`config.mk`:
```
export PLATFORM = sky130hd
export DESIGN_NAME = ee357_right_shifter_mc
export DESIGN_NICKNAME = d
export VERILOG_FILES = /design/src/rtl/ee357_right_shifter_mc.sv
export SDC_FILE = /design/constraint.sdc
export NUM_CORES = 1
export LEC_CHECK = 0
export CORE_UTILIZATION = 35
export DETAILED_ROUTE_END_ITERATION = 7
export PLACE_DENSITY_LB_ADDON = 0.05
export SETUP_SLACK_MARGIN = 0.3
export SKIP_CTS_REPAIR_TIMING = 1
export SYNTH_ARGS = -nofsm -noshare
export SYNTH_HDL_FRONTEND = slang
export SYNTH_SLANG_ARGS = --single-unit
```
`constraint.sdc`:
```
create_clock -name clk -period 1.2 [get_ports clk]
set_input_delay 0.24 -clock clk [delete_from_list [all_inputs] [get_ports clk]]
set_output_delay 0.24 -clock clk [all_outputs]
set_load 0.005 [all_outputs]
```
`src/rtl/ee357_right_shifter_mc.sv`:
```
// Multicycle SRL/SRA unit: shifts one bit per clock under a start/busy/done handshake,
// so the datapath needs no combinational barrel shifter.
module ee357_right_shifter_mc #(
  parameter int WIDTH   = 32,
  parameter int SHAMT_W = 5
) (
  input  logic               clk,
  input  logic               rst,
  input  logic               start,
  input  logic [WIDTH-1:0]   in,
  input  logic [SHAMT_W-1:0] shamt,
  input  logic               arith,
  output logic [WIDTH-1:0]   out,
  output logic               busy,
  output logic               done
);

  typedef enum logic [1:0] {
    IDLE  = 2'd0,
    SHIFT = 2'd1,
    DONE  = 2'd2
  } state_t;

  state_t             state;
  logic [SHAMT_W-1:0] cnt;
  logic               mode;

  always_ff @(posedge clk or posedge rst) begin
    if (rst) begin
      state <= IDLE;
      out   <= '0;
      cnt   <= '0;
      mode  <= 1'b0;
      busy  <= 1'b0;
      done  <= 1'b0;
    end else begin
      case (state)
        IDLE: begin
          done <= 1'b0;
          if (start) begin
            out  <= in;
            cnt  <= shamt;
            mode <= arith;
            if (shamt != '0) begin
              state <= SHIFT;
              busy  <= 1'b1;
            end else begin
              state <= DONE;
              done  <= 1'b1;
            end
          end
        end
        SHIFT: begin
          // Fill comes from the current MSB, so the sign replicates across every step.
          out <= {mode & out[WIDTH-1], out[WIDTH-1:1]};
          cnt <= cnt - 1'b1;
          if (cnt == SHAMT_W'(1)) begin
            state <= DONE;
            busy  <= 1'b0;
            done  <= 1'b1;
          end
        end
        DONE: begin
          done  <= 1'b0;
          state <= IDLE;
        end
        default: begin
          state <= IDLE;
          busy  <= 1'b0;
          done  <= 1'b0;
        end
      endcase
    end
  end

endmodule

```
==> results of run 1 <==
==> synth_stat cells, types with 2 or more instances <==
master	number
buf_6	5
clkbuf_1	2
nand2b_1	2
o211ai_1	2
nand2_1	35
buf_8	2
o2bb2ai_1	2
ha_1	2
nor3b_1	4
o21ai_1	24
o21ai_0	11
a21oi_1	5
inv_1	8
or3_1	2
buf_2	5
dfrtp_1	42
mux2i_1	31
==> report_power, final <==
| group | total (mW) | switching, mW | internal, mW |
|---|---|---|---|
| logic | 6.00 | 2.55 | 3.46 |
| clock network | 1.06 | 0.481 | 0.581 |
| registers | 2.74 | 0.605 | 2.13 |
| total | 9.80 | 3.63 | 6.17 |
==> layer usage <==
| layer | global-route usage (%) | vias up | wire length, um |
|---|---|---|---|
| li1 | - | 962 | - |
| met1 | 23.2 | 920 | 2640 |
| met2 | 25.7 | 49 | 2730 |
| met3 | 3.20 | 4 | 271 |
| met4 | 5.36 | 0 | 38 |
| met5 | 0 | - | 0 |
==> final timing paths <==
| kind | endpoint | slack [ns] |
|---|---|---|
| min reg2reg | out[0] | 0.48 |
| min in group clk | out[0] | 0.48 |
| max reg2reg | out[11] | -0.14 |
| max | out[11] | -0.14 |
| min | out[5] | 0.24 |
| max in group asynchronous | out[8] | 0.61 |
==> cell type report <==
| type | count | area, um2 | share of cell area, % |
|---|---|---|---|
| clock buffers | 8 | 110 | 3.00 |
| inverters | 8 | 33.8 | 0.921 |
| multi-input cells | 139 | 1170 | 31.8 |
| flip-flops and latches | 42 | 1050 | 28.7 |
| well taps | 72 | 90.1 | 2.46 |
| repair buffers | 132 | 1210 | 33.1 |
==> registers in the layout, indices dropped and copies added (netlist names) <==
| name | flops |
|---|---|
| mode | 1 |
| busy | 1 |
| done | 1 |
| out | 32 |
| state | 2 |
| cnt | 5 |
==> through the flow <==
stage	hold WS (ns)	area, um2	cells	setup slack [ns]	power [mW]
CTS	0.231	3340	375	-0.257	8.73
global route	0.251	3670	401	-0.196	10.5
floorplan	0.232	2170	203	-0.0791	5.29
finish	0.235	3670	401	-0.140	9.80
detailed placement	0.474	3230	367	-0.345	7.63
global placement	0.476	3230	367	-0.326	7.58
==> cells by family after synthesis <==
kind of cell               after synthesis  synth area share [%]
and+or+nand+nor                         53                  12.9
AOI/OAI and AO/OA                       52                  14.1
DFF                                     42                  49.6
muxes                                   32                  15.2
buffers and inverters                   22                  7.03
adders and majority gates                2                  1.18
==> worst register-to-register path: cells and delay by family, from the launching register on <==
family | cells | cell delay, ns
flip-flops | 1 | 0.37
buffers and inverters | 2 | 0.31
multiplexers | 1 | 0.25
AO/OA/AOI/OAI | 1 | 0.08
AND/OR/NAND/NOR | 1 | 0.22
==> impl_metrics.tcl, run 1 <==
set metrics [dict create \
    finish.utilization_pct 64.6 \
    htree_levels 2 \
    ys_warn_count 0 \
    cp.arrival_ns 1.52 \
    reg2reg_depth 5 \
    worstMarginPinSlew_ns 0.304 \
    grt_max_degree 19 \
    io_buffers 74 \
    setup_viol 38 \
    status "complete, but fails checks" \
    final_layout_size_suffix_gt1_share_pct 49.2 \
    avgSynthCellArea_um2 10.4 \
    num_vias 1935 \
    critPathLaunchType "flop" \
    routedWlPerCell_um 14.1 \
    grt_pass1_wl_um 8160 \
    synth_cell_types 36 \
    slew_headroom_pct 79.7 \
    yosys.area.top_type "dfrtp_1" \
    areaGrowthSynthToFinish_pct 73.2 \
    r2r_start "state[1]" \
    timing.final.ws_setup_ns -0.140 \
    power.leakage_nw 1.69 \
    clk_latency_ns 0.29 \
    crit_required_ns 1.38 \
    netlist_area_um2 2120 \
    cp-end-kind "flop" \
    syn_nets 246 \
    die_width_um 79.8 \
    gp_congestion 0.791 \
    cts_root_buf "clkbuf_8" \
    final_common_cell "dfrtp_1" \
    path_depth 5 \
    coreArea_um2 5680 \
    row_count 27 \
    path_class "reg -> reg" \
    drv_cap 0 \
    place_hpwl_um 3810 \
    synth_top_area_share_pct 49.6 \
    crit_start "state[1]" \
    path_buf_inv 2 \
    path_delay_family "flip-flops" \
    grt_usage_pct 16.6 \
    cts_tree "done" \
    synthFlopType "dfrtp_1" \
    grt.overflow.total 0 \
    max_stage_delay_ns 0.37 \
    synth-async-reset-ratio_pct 100 \
    grt_pass1_vias 1726 \
    die_h_um 79.8 \
    worst_path_max_delay_cell "dfrtp_1" \
    path_max_fanout 8 \
    post-route-min-period_ns 1.34 \
    synth_edf_count 0 \
    synth_seq_cells 42 \
    drtIter0Drc 75 \
    antenna_cells 0 \
    fmax_ghz 0.746 \
    clk_pin_slew_worst_paths_ns 0.08 \
    dr.pass1.iters 4 \
    yosysSeqAreaShare_pct 49.6 \
    drcViolationCount 0 \
    mostFrequentLayoutCells "42 x dfrtp_1, 39 x clkdlybuf4s50_1, 39 x buf_4" \
    fill_cells 483 \
    hold_class "in -> async" \
    rsz0062_at_grt "true" \
    dieArea_um2 6360 \
    synth_cells 203 \
    clock-sinks 42 \
    power_density_nw_per_um2 2670 \
    synthTopCellsByArea "dfrtp_1 50%, mux2i_1 15%, nand2_1 6.2%, o21ai_1 5.7%, buf_6 2.7%" \
    skew_ns 0.00455 \
    initial_core_util_pct 37.3 \
    viasPerCell 4.83 \
    path_cells "buf_6 -> nand2b_4 -> buf_12 -> mux2i_1 -> o21ai_2" \
    clk_path_buf_depth 2 \
    peakVddDrop_uv 1540 \
    period_share_pct 112 \
    ant_nets 0 \
    fin_tns_setup_ns -3.21 \
    ios 75 \
    violations "setup timing" \
    numCtsBuffers 5 \
    hold_viol_final 0 \
    grt_antenna_before_repair 0 \
    num-nets-final 371 \
    slew_viol_final 0 \
    drt-total-wl_um 5670 \
]
Power figures use the tool's default switching activity.
==> run 2: changes to the inputs <==
--- a/config.mk
+++ b/config.mk
@@ -7,9 +7,11 @@
 export LEC_CHECK = 0
 export CORE_UTILIZATION = 35
 export DETAILED_ROUTE_END_ITERATION = 7
+export MAX_ROUTING_LAYER = met4
 export PLACE_DENSITY_LB_ADDON = 0.05
 export SETUP_SLACK_MARGIN = 0.3
 export SKIP_CTS_REPAIR_TIMING = 1
+export SKIP_LAST_GASP = 1
 export SYNTH_ARGS = -nofsm -noshare
 export SYNTH_HDL_FRONTEND = slang
 export SYNTH_SLANG_ARGS = --single-unit
==> run 2 against run 1 <==
The run still ends with setup timing left. Clock skew about the same. Non-clock buffer count unchanged. Sequential cell count unchanged. Setup slack got worse by 0.00059 ns. Via count increased by 0.52%. Die area unchanged. Utilization unchanged. Sequential share of layout area unchanged. Critical endpoint is now out[15].
==> impl_metrics.tcl, run 2 (same netlist as run 1, synthesis figures left out) <==
set metrics [dict create \
    io_buffers 74 \
    crit_required_ns 1.38 \
    cp.arrival_ns 1.52 \
    critPathLaunchType "flop" \
    final_common_cell "dfrtp_1" \
    clock-sinks 42 \
    reg.largest.list "out x32, cnt x5, state x2" \
    fin_worst_hold_slack_ns 0.235 \
    status "complete, but fails checks" \
    period_share_pct 112 \
    dieArea_um2 6360 \
    ant_nets 0 \
    p_switching_mw 3.64 \
    grt_usage_pct 17.1 \
    initial_core_util_pct 37.3 \
    hold_class "in -> async" \
    peakVddDrop_uv 1540 \
    die_h_um 79.8 \
    r2r_start "state[0]" \
    violations "setup timing" \
    timing.final.ws_setup_ns -0.140 \
    final_layout_size_suffix_gt1_share_pct 49.2 \
    num_vias 1945 \
    num-nets-final 371 \
    rr_endpoint "out[15]" \
    path_class "reg -> reg" \
    grt_pass1_wl_um 8180 \
    place_area_um2 3230 \
    drcViolationCount 0 \
    swShare_pct 37.1 \
    largest_register_ffs 32 \
    clk_latency_ns 0.29 \
    cts_root_buf "clkbuf_8" \
    largest_register "out" \
    reg2reg_depth 5 \
    place_hpwl_um 3810 \
    grt_antenna_before_repair 0 \
    clockPowerShare_pct 10.8 \
    worstMarginPinSlew_ns 0.304 \
    power.leakage_nw 1.69 \
    setup_viol 38 \
    grt.overflow.total 0 \
    crit_start "state[0]" \
    path_max_fanout 8 \
    fmax_ghz 0.746 \
    dr.pass1.iters 4 \
    drtIter0Drc 77 \
    coreArea_um2 5680 \
    grt_pass1_vias 1725 \
    slew_viol_final 0 \
    p_int_mw 6.17 \
    power_density_nw_per_um2 2670 \
    gp_congestion 0.802 \
    clk_pin_slew_worst_paths_ns 0.08 \
    cts_tree "done" \
    clk_path_buf_depth 2 \
    slew_headroom_pct 79.7 \
    hold_viol_final 0 \
    final_cells 401 \
    row_count 27 \
    drt-total-wl_um 5670 \
    htree_levels 2 \
    die_width_um 79.8 \
    dpl.cell_count 367 \
    areaGrowthSynthToFinish_pct 73.2 \
    ff2ff_setup_slack_ns -0.14 \
    endpoint "out[15]" \
    routedWlPerCell_um 14.1 \
    numCtsBuffers 5 \
    viasPerCell 4.85 \
    mostFrequentLayoutCells "42 x dfrtp_1, 39 x clkdlybuf4s50_1, 39 x buf_4" \
    ios 75 \
    power_frac_seq_pct 28.0 \
    cp-end-kind "flop" \
    antenna_cells 0 \
    post-route-min-period_ns 1.34 \
    grt_max_degree 19 \
    skew_ns 0.00448 \
    rsz0062_at_grt "true" \
    drv_cap 0 \
    combPwrFrac_pct 61.2 \
    final_area_um2 3670 \
]
==> run 2: cell types whose count changed in the layout (fill, tap and decap cells not counted), sizes merged <==
| cell | before | now |
|---|---|---|
| buf | 68 | 55 |
| clkbuf | 31 | 44 |
==> run 2: layout make-up <==
class / instances / area, um2
clock buffer: 8 / 110
sequential: 42 / 1050
timing repair buffer: 132 / 1210
tap: 72 / 90.1
fill: 483 / 2010
inverter: 8 / 33.8
multi-input combinational: 139 / 1170
==> run 2: how the worst min path moves through the flow <==
stage | startpoint | end
floorplan | rst | busy
global route | rst | out[5]
global placement | out[0] | out[0]
finish | rst | out[5]
CTS | rst | out[4]
detailed placement | out[0] | out[0]
==> run 2: metrics by stage <==
step	setup WS [ns]	power [mW]	util [%]	setup TNS [ns]
after floorplan	-0.0791	5.29	-	-0.958
after global placement	-0.326	7.58	56.9	-8.43
after detailed placement	-0.345	7.63	56.9	-8.58
after CTS	-0.257	8.73	58.8	-10.46
after global routing	-0.196	10.5	64.6	-5.82
final	-0.140	9.81	64.6	-3.25
==> run 2: critical path, stage by stage (launching register included) <==
cell	delay [ns]
dfrtp_1	0.43
buf_6	0.15
o21bai_4	0.21
buf_12	0.19
clkbuf_16	0.17
o21ai_1	0.08
==> run 2: layer usage <==
| metal | up-vias | global-route usage, % | share of wire (%) |
|---|---|---|---|
| met5 | - | - | 0 |
| met4 | 0 | 5.36 | 0.67 |
| met3 | 4 | 2.74 | 4.1 |
| met2 | 50 | 25.7 | 48 |
| met1 | 929 | 23.6 | 47 |
| li1 | 962 | - | - |
==> run 2: power groups by stage <==
stage,Clock [mW],Combinational (mW),Sequential (mW)
after floorplan,0,2.60,2.69
after global placement,0,4.86,2.71
after detailed placement,0,4.92,2.72
after CTS,1.10,4.93,2.70
after global routing,1.16,6.52,2.84
final,1.06,6.00,2.75
